==> src/rtl/stopwatch_pkg.sv <==
// Shared types and constants for the stopwatch run-control block.
package stopwatch_pkg;

    typedef enum logic [1:0] {
        IDLE    = 2'd0,
        RUNNING = 2'd1,
        PAUSED  = 2'd2
    } state_e;

    localparam int DIGIT_W    = 4;
    localparam int NUM_DIGITS = 6;
    localparam int TIME_W     = DIGIT_W * NUM_DIGITS;

    localparam logic [DIGIT_W-1:0] H1_MAX  = 4'd9;
    localparam logic [DIGIT_W-1:0] H10_MAX = 4'd9;
    localparam logic [DIGIT_W-1:0] S1_MAX  = 4'd9;
    localparam logic [DIGIT_W-1:0] S10_MAX = 4'd5;
    localparam logic [DIGIT_W-1:0] M1_MAX  = 4'd9;
    localparam logic [DIGIT_W-1:0] M10_MAX = 4'd5;

    localparam logic [TIME_W-1:0] TIME_MAX = 24'h595999;

endpackage

==> src/rtl/bcd_digit.sv <==
// One BCD digit of the time chain, counting 0..MAX with combinational carry-out.
// Latency: digit updates on the edge after inc/clr; carry is same-cycle.
// Backpressure: none, inc is consumed unconditionally.
module bcd_digit
    import stopwatch_pkg::*;
#(
    parameter logic [DIGIT_W-1:0] MAX = 4'd9
) (
    input  logic               clk,
    input  logic               rst,
    input  logic               clr,
    input  logic               inc,
    output logic [DIGIT_W-1:0] digit,
    output logic               carry
);

    logic [DIGIT_W-1:0] digit_q, digit_d;

    always_comb begin
        digit_d = digit_q;
        if (clr) begin
            digit_d = '0;
        end else if (inc) begin
            // >= keeps the digit legal even if it somehow held an out-of-range code
            digit_d = (digit_q >= MAX) ? '0 : digit_q + 4'd1;
        end
    end

    always_ff @(posedge clk or negedge rst) begin
        if (!rst) begin
            digit_q <= '0;
        end else begin
            digit_q <= digit_d;
        end
    end

    assign digit = digit_q;
    assign carry = inc & (digit_q == MAX);

endmodule

==> src/rtl/stopwatch_controller.sv <==
// Stopwatch run-control: button presses -> IDLE/RUNNING/PAUSED, gated 100 Hz BCD time chain, lap freeze (STOPWATCH_LAP_EN).
// Latency: one cycle from tick/press to time_bcd, state, lap and overflow outputs.
// Backpressure: none; ticks outside RUNNING are dropped, presses act once per rising level.
module stopwatch_controller
    import stopwatch_pkg::*;
#(
    parameter int TICK_HZ           = 100,
    parameter int ROLLOVER_SATURATE = 0
) (
    input  logic              clk,
    input  logic              rst,
    input  logic              tick,
    input  logic              btn_start_stop,
    input  logic              btn_lap,
    input  logic              btn_clear,
    output logic [TIME_W-1:0] time_bcd,
    output logic [TIME_W-1:0] display_bcd,
    output logic              running,
    output logic              lap_active,
    output logic              overflow
);

    if (TICK_HZ != 100) begin : g_tick_hz_check
        $error("stopwatch_controller: TICK_HZ must be 100");
    end

    state_e state_q, state_d;
    logic   ss_q, lap_btn_q, clr_btn_q;
    logic   press_ss, press_lap, press_clr;
    logic   count_en, at_max, do_clear, inc_h1;
    logic   overflow_q, overflow_d;

    logic [DIGIT_W-1:0] h1, h10, s1, s10, m1, m10;
    logic c_h1, c_h10, c_s1, c_s10, c_m1, unused_m10_carry;

    assign press_ss  = btn_start_stop & ~ss_q;
    assign press_lap = btn_lap & ~lap_btn_q;
    assign press_clr = btn_clear & ~clr_btn_q;

    assign time_bcd   = {m10, m1, s10, s1, h10, h1};
    assign count_en   = (state_q == RUNNING) & tick;
    assign at_max     = (time_bcd == TIME_MAX);
    assign overflow_d = count_en & at_max;
    // Saturating build holds 59:59.99 by not feeding the final tick into the chain
    assign inc_h1     = count_en & ~((ROLLOVER_SATURATE != 0) & at_max);

    always_comb begin
        state_d  = state_q;
        do_clear = 1'b0;
        case (state_q)
            IDLE: begin
                if (press_ss) state_d = RUNNING;
            end
            RUNNING: begin
                if ((ROLLOVER_SATURATE != 0) && overflow_d) state_d = PAUSED;
                else if (press_ss)                          state_d = PAUSED;
            end
            PAUSED: begin
                if (press_clr) begin
                    state_d  = IDLE;
                    do_clear = 1'b1;
                end else if (press_ss) begin
                    state_d = RUNNING;
                end
            end
            default: state_d = IDLE;
        endcase
    end

    always_ff @(posedge clk or negedge rst) begin
        if (!rst) begin
            state_q    <= IDLE;
            ss_q       <= 1'b1;
            lap_btn_q  <= 1'b1;
            clr_btn_q  <= 1'b1;
            overflow_q <= 1'b0;
        end else begin
            state_q    <= state_d;
            ss_q       <= btn_start_stop;
            lap_btn_q  <= btn_lap;
            clr_btn_q  <= btn_clear;
            overflow_q <= overflow_d;
        end
    end

    bcd_digit #(.MAX(H1_MAX))  u_h1  (.clk(clk), .rst(rst), .clr(do_clear), .inc(inc_h1), .digit(h1),  .carry(c_h1));
    bcd_digit #(.MAX(H10_MAX)) u_h10 (.clk(clk), .rst(rst), .clr(do_clear), .inc(c_h1),   .digit(h10), .carry(c_h10));
    bcd_digit #(.MAX(S1_MAX))  u_s1  (.clk(clk), .rst(rst), .clr(do_clear), .inc(c_h10),  .digit(s1),  .carry(c_s1));
    bcd_digit #(.MAX(S10_MAX)) u_s10 (.clk(clk), .rst(rst), .clr(do_clear), .inc(c_s1),   .digit(s10), .carry(c_s10));
    bcd_digit #(.MAX(M1_MAX))  u_m1  (.clk(clk), .rst(rst), .clr(do_clear), .inc(c_s10),  .digit(m1),  .carry(c_m1));
    bcd_digit #(.MAX(M10_MAX)) u_m10 (.clk(clk), .rst(rst), .clr(do_clear), .inc(c_m1),   .digit(m10), .carry(unused_m10_carry));

`ifdef STOPWATCH_LAP_EN
    logic [TIME_W-1:0] lap_q, lap_d;
    logic              lap_active_q, lap_active_d;

    always_comb begin
        lap_d        = lap_q;
        lap_active_d = lap_active_q;
        if (press_lap && state_q == RUNNING) begin
            if (!lap_active_q) begin
                lap_d        = time_bcd;
                lap_active_d = 1'b1;
            end else begin
                lap_active_d = 1'b0;
            end
        end else if (press_lap && state_q == PAUSED) begin
            lap_active_d = 1'b0;
        end
        if (do_clear) lap_active_d = 1'b0;
    end

    always_ff @(posedge clk or negedge rst) begin
        if (!rst) begin
            lap_q        <= '0;
            lap_active_q <= 1'b0;
        end else begin
            lap_q        <= lap_d;
            lap_active_q <= lap_active_d;
        end
    end

    assign lap_active  = lap_active_q;
    assign display_bcd = lap_active_q ? lap_q : time_bcd;
`else
    logic unused_press_lap;
    assign unused_press_lap = press_lap;
    assign lap_active       = 1'b0;
    assign display_bcd      = time_bcd;
`endif

    assign running  = (state_q == RUNNING);
    assign overflow = overflow_q;

endmodule
==> config.mk <==
export PLATFORM = sky130hd
export DESIGN_NAME = stopwatch_controller
export DESIGN_NICKNAME = d
export VERILOG_FILES = /design/src/rtl/stopwatch_pkg.sv /design/src/rtl/bcd_digit.sv /design/src/rtl/stopwatch_controller.sv
export SDC_FILE = /design/constraint.sdc
export NUM_CORES = 1
export LEC_CHECK = 0
export BUFFER_PORTS_ARGS = -buffer_cell sky130_fd_sc_hd__clkbuf_2
export CAP_MARGIN = 30
export CORE_ASPECT_RATIO = 1.2
export CORE_MARGIN = 5
export CORE_UTILIZATION = 30
export DETAILED_ROUTE_END_ITERATION = 7
export SETUP_SLACK_MARGIN = 0.3
export SLEW_MARGIN = 20
export SYNTH_ARGS = -nofsm -noshare
export SYNTH_HDL_FRONTEND = slang
export SYNTH_SLANG_ARGS = --single-unit
export TNS_END_PERCENT = 50
==> constraint.sdc <==
create_clock -name clk -period 2.5 [get_ports clk]
set_clock_uncertainty 0.15 [all_clocks]
set_input_delay 0.75 -clock clk [delete_from_list [all_inputs] [get_ports clk]]
set_output_delay 0.75 -clock clk [all_outputs]
set_load 0.05 [all_outputs]
-- Word-level counts from Yosys, hierarchy flattened
Cells that the tools add are included.
- input bits: 6
- memories kept: 0
- memory bits (read-only): 0
- logic and storage cells: 73
- flip-flop bits (word level): 29
- bits in latches: 0
- memory bits (writable): 0
- output and inout port bits: 51
- reduce and logical (&&, ||, !) cells: 7
- $add $sub $neg: 6
- shifts and indexed selects: 0
- div/mod/pow operators: 0
- magnitude comparators: 6
- multiply operators: 0
- muxes and demuxes: 24
- bitwise operators: 11
- eq/ne operators: 9
- operator list (kind ; number):
    $mux W4 ; 18
    $add A4 B1 Y4 const B ; 6
    $eq A24 B23 Y1 const B ; 1
    $eq A4 B4 Y1 const B ; 4
    $ge A4 B4 Y1 const B ; 4
    $reduce_bool A2 Y1 ; 6
    $and A1 B1 Y1 ; 9
    $ge A4 B3 Y1 const B ; 2
    $mux W2 ; 3
    $pmux W2 S3 ; 1
    $eq A4 B3 Y1 const B ; 1
    $eq A2 B1 Y1 const B ; 1
    $eq A2 B2 Y1 const B ; 1
    $logic_not A2 Y1 ; 1
    $mux W1 ; 2
    $ne A2 B1 Y1 const B ; 1
    $not A1 Y1 ; 2

-- Depth between registers and ports, before layout
- depth after elaboration: 9
- gate-level depth with buffers: 7
- mapped depth without buffers: 6

-- Cells and area by module
A second synthesis with hierarchy kept.
- cells, all modules: 211
- area, all modules: 2124.5 um^2
- by module, submodules not included (module ; cells each ; sequential area each (um^2) ; area each (um^2) ; times used):
    bcd_digit (u_h1 ...) ; 27 ; 100.1 ; 269.0 ; 4
    bcd_digit (u_m10 ...) ; 26 ; 100.1 ; 279.0 ; 2
    stopwatch_controller ; 51 ; 127.6 ; 490.5 ; 1

-- Least setup slack after synthesis
No wires, ideal clock.
- kind: reg-to-reg
- start: reg u_s1.digit_q[0], in the netlist u_s1.digit[0]
- end: reg u_m10.digit_q[3], in the netlist u_m10.digit[3]
- library setup time: 77 ps
- period minus slack after synthesis: 2561 ps
- stages on the path, launching flop included: 7
- data required time: 2273 ps
- arrival: 2334 ps
- path slack: -61 ps
- buffers on the path: 1
- cell sequence: dfrtp_1 > ha_1 > nand3b_4 > or4b_1 > buf_2 > or4_1 > a21oi_1
- longest elaborated chain between the ends: 5
- ends and longest elaborated chain (what ; line ; RTL):
    from (decl) ; bcd_digit.sv:17 ; logic [DIGIT_W-1:0] digit_q, digit_d;
    from (signal assigned) ; bcd_digit.sv:33 ; digit_q <= digit_d;
    $eq A4 B4 Y1 ; bcd_digit.sv:38 ; assign carry = inc & (digit_q == MAX);
    $and A1 B1 Y1 (3 in a row) ; bcd_digit.sv:38 ;
    $reduce_bool A2 Y1 (no line) ; - ;
    to (signal assigned) ; bcd_digit.sv:33 ;
    to (decl) ; bcd_digit.sv:17 ;
No other way between the ends.
A chain may end at the register's enable or synchronous reset.

-- Worst setup path in the final report
- start: reg u_s10.digit_q[1], in the netlist u_s10.digit[1]
- end: reg u_m1.digit_q[3], in the netlist u_m1.digit[3]
- longest elaborated chain between the ends: 3
- ends and longest elaborated chain (what ; line):
    from (decl) ; bcd_digit.sv:17
    from (signal assigned) ; bcd_digit.sv:33
    $eq A4 B3 Y1 ; bcd_digit.sv:38
    $and A1 B1 Y1 ; bcd_digit.sv:38
    $reduce_bool A2 Y1 (no line) ; -
    to (signal assigned) ; bcd_digit.sv:33
    to (decl) ; bcd_digit.sv:17
No other way between the ends.

==> results.cfg <==
[timing]
max_freq_mhz = 469
slew_headroom_pct = 61.2
finalHoldViolCount = 0
tightest_slew_ns = 0.578
final-max-slew-violation-count = 0
setup-tns-final_ns = 0
finalCritPeriodShare_pct = 85.3
rsz0062_at_grt = true
layout_min_cycle_time_ns = 2.13
setup_viol = 0

[setup_path]
cp_slowest_cell = or4_2
path_class = flip-flop to flip-flop
cp_max_fo = 6
cp.required_ns = 2.56
crit_path_end_kind = flip-flop
start_kind = flip-flop
path_cells = inv_2 > ha_4 > nand2_1 > or3_4 > or4_2 > a21oi_2
arrival_ns = 2.19
cpPeakStageDelay_ns = 0.63

[power]
vdd.ir_drop.worst_uv = 560
p_leak_nw = 1.17
powerDensity_mw_per_mm2 = 829
p_total_mw = 2.04

[yosys]
ys_ff_latch = 29
syn_area_mm2 = 0.00202
ys_warn_count = 0
yosys.cell_types.count = 42
synth-seq-area-share_pct = 36.1
netlist_instances = 218
synth.net_count = 242
syn_avg_cell_area_um2 = 9.25

[drt]
drt-total-wl_mm = 4.68
dr.pass1.iters = 4
vias = 1674
wire_per_inst_um = 13.4
first_iter_violations = 35
ant_nets = 0
drcViolationCount = 0
viasPerCell = 4.81

[floorplanning]
die_h_um = 99.8
core_mm2 = 0.00649
die_area_mm2 = 0.00846
start_util_pct = 31.1
ios = 57
die_w_um = 84.8
num_rows = 32

[layout]
syn_to_final_growth_pct = 21.9
post-route-util_pct = 37.9
layout.nets = 286
final_cell_mix = clkbuf_2 (54), a21oi_1 (21), nand2_1 (16), dfrtp_1 (16), ha_1 (15)
drive_gt1_share_pct = 43.0
final_common_cell = clkbuf_2
antennaDiodeCount = 0

[clock_tree]
clock_latency_ns = 0.28
cts_buffers = 5
clkSinkCount = 29
ctsHoldBuffers = 0
cts-root-buf = clkbuf_8
clk_pin_slew_ns = 0.07
cts_tree = yes
htreeDepth = 2
cts_buffer_depth = 2

[global_route]
antenna_found_initial = 0
grt_pass1_wl_mm = 7.73
grt_max_degree = 30
grt_pass1_vias = 1622
grt_overflow_total = 0
grt_usage_pct = 11.2

[flow_run]
drv_cap = 0

[placed_design]
hpwlAfterDp_mm = 3.37
routabilityCongestion = 0.792
portBuffers = 54

[outcome]
outcome = finished clean

[hold_path]
hp-class = input pin to asynchronous set/reset pin
-- state kept, by name (all words and copies together) (netlist names) --
register,flops
u_m10.digit,4
u_h10.digit,4
u_s1.digit,4
u_s10.digit,4
state_q,2
overflow,1
clr_btn_q,1
u_h1.digit,4
u_m1.digit,4
ss_q,1
-- synthesized netlist by cell type --
| cell | count | area share [%] |
|---|---|---|
| dfrtp_1 | 27 | 34 |
| buf_4 | 25 | 9.3 |
| a21oi_1 | 23 | 5.7 |
| ha_1 | 18 | 11 |
| inv_1 | 16 | 3.0 |
| nand2_1 | 16 | 3.0 |
| nand3_1 | 11 | 2.7 |
| o21ai_0 | 10 | 2.5 |
| nand4_1 | 8 | 2.5 |
| nand4b_1 | 5 | 2.2 |
| nor2_1 | 5 | 0.93 |
| o31ai_1 | 5 | 1.9 |
| nand2b_1 | 4 | 1.2 |
| nor3_1 | 4 | 0.99 |
| or3b_2 | 4 | 1.7 |
| and3b_2 | 3 | 1.5 |
| a211oi_1 | 2 | 0.74 |
| and3_1 | 2 | 0.62 |
| and3b_1 | 2 | 0.87 |
| clkbuf_1 | 2 | 0.37 |
| clkbuf_8 | 2 | 1.4 |
| dfstp_2 | 2 | 2.6 |
| or3_1 | 2 | 0.62 |
| or4_1 | 2 | 0.74 |
| a21boi_0 | 1 | 0.37 |
| a22o_1 | 1 | 0.43 |
| a32o_1 | 1 | 0.50 |
| a41o_2 | 1 | 0.56 |
| a41oi_1 | 1 | 0.43 |
| and2_1 | 1 | 0.31 |
| and4bb_2 | 1 | 0.62 |
| buf_2 | 1 | 0.25 |
| buf_6 | 1 | 0.56 |
| conb_1 | 1 | 0.19 |
| nand3b_1 | 1 | 0.37 |
| nand3b_4 | 1 | 0.99 |
| nor2b_1 | 1 | 0.31 |
| nor3b_1 | 1 | 0.37 |
| o221a_2 | 1 | 0.56 |
| or4_2 | 1 | 0.43 |
| or4b_1 | 1 | 0.50 |
| or4b_2 | 1 | 0.50 |
-- worst paths after layout --
kind	depth (start not counted)	startpoint	slack [ns]	end
max	6	u_s10.digit[1]	0.37	u_m1.digit[3]
max in group asynchronous	2	rst	1.55	ss_q
max reg2reg	6	u_s10.digit[1]	0.37	u_m1.digit[3]
min reg2reg	1	state_q[0]	0.41	state_q[0]
min	2	rst	0.32	overflow
min in group clk	1	state_q[0]	0.41	state_q[0]
-- metal layers --
metal / wire length (um) / vias up / track usage [%]
li1: - / 839 / -
met1: 1960 / 786 / 13.6
met2: 2370 / 44 / 19.5
met3: 289 / 5 / 3.12
met4: 50 / 0 / 2.92
met5: 0 / - / 0
-- layout make-up --
cell class                      instances  area (um2)
Clock buffer                            7        86.3
Timing Repair Buffer                   68         375
Fill cell                             702        4030
Clock inverter                          1        30.0
Inverter                               16        60.1
Sequential cell                        29         742
Multi-Input combinational cell        142        1060
Tap cell                               85         106
-- stage by stage --
step	hold slack, ns	cells	worst slack [ns]	cell area, um2
final	0.324	348	0.366	2460
after global placement	0.377	331	0.116	2250
after detailed placement	0.392	331	0.120	2250
after floorplan	0.304	218	0.266	2070
after global routing	0.357	348	0.289	2460
after CTS	0.331	339	0.266	2370
-- worst max-delay path: cells and delay by family, from the launching register on --
| kind | cells | cell delay [ns] |
|---|---|---|
| AO/OA/AOI/OAI | 1 | 0.14 |
| adder cells (fa/ha/maj) | 1 | 0.13 |
| buffers and inverters | 1 | 0.09 |
| flip-flops | 1 | 0.45 |
| AND/OR/NAND/NOR | 3 | 1.12 |
-- logic make-up after synthesis --
group                      Yosys count  share of synthesized area (%)
AOI/OAI and AO/OA                   46                           13.7
other                                1                          0.186
buffers and inverters               47                           14.8
adders and majority gates           18                           11.2
and+or+nand+nor                     77                           24.0
DFF                                 29                           36.1
-- repair_timing --
action / CTS / global route
resized for setup: 1 / 5
setup buffers: 0 / 9
setup endpoints to repair: 3 / 5
hold endpoints to repair: 0 / 0
pin swaps: 0 / 1
-- power breakdown --
group          switching [mW]  leakage (nW)  internal, mW
registers               0.110         0.372         0.545
clock network           0.177        0.0585         0.325
logic                   0.647         0.740         0.233
(Power assumes the default switching activity.)
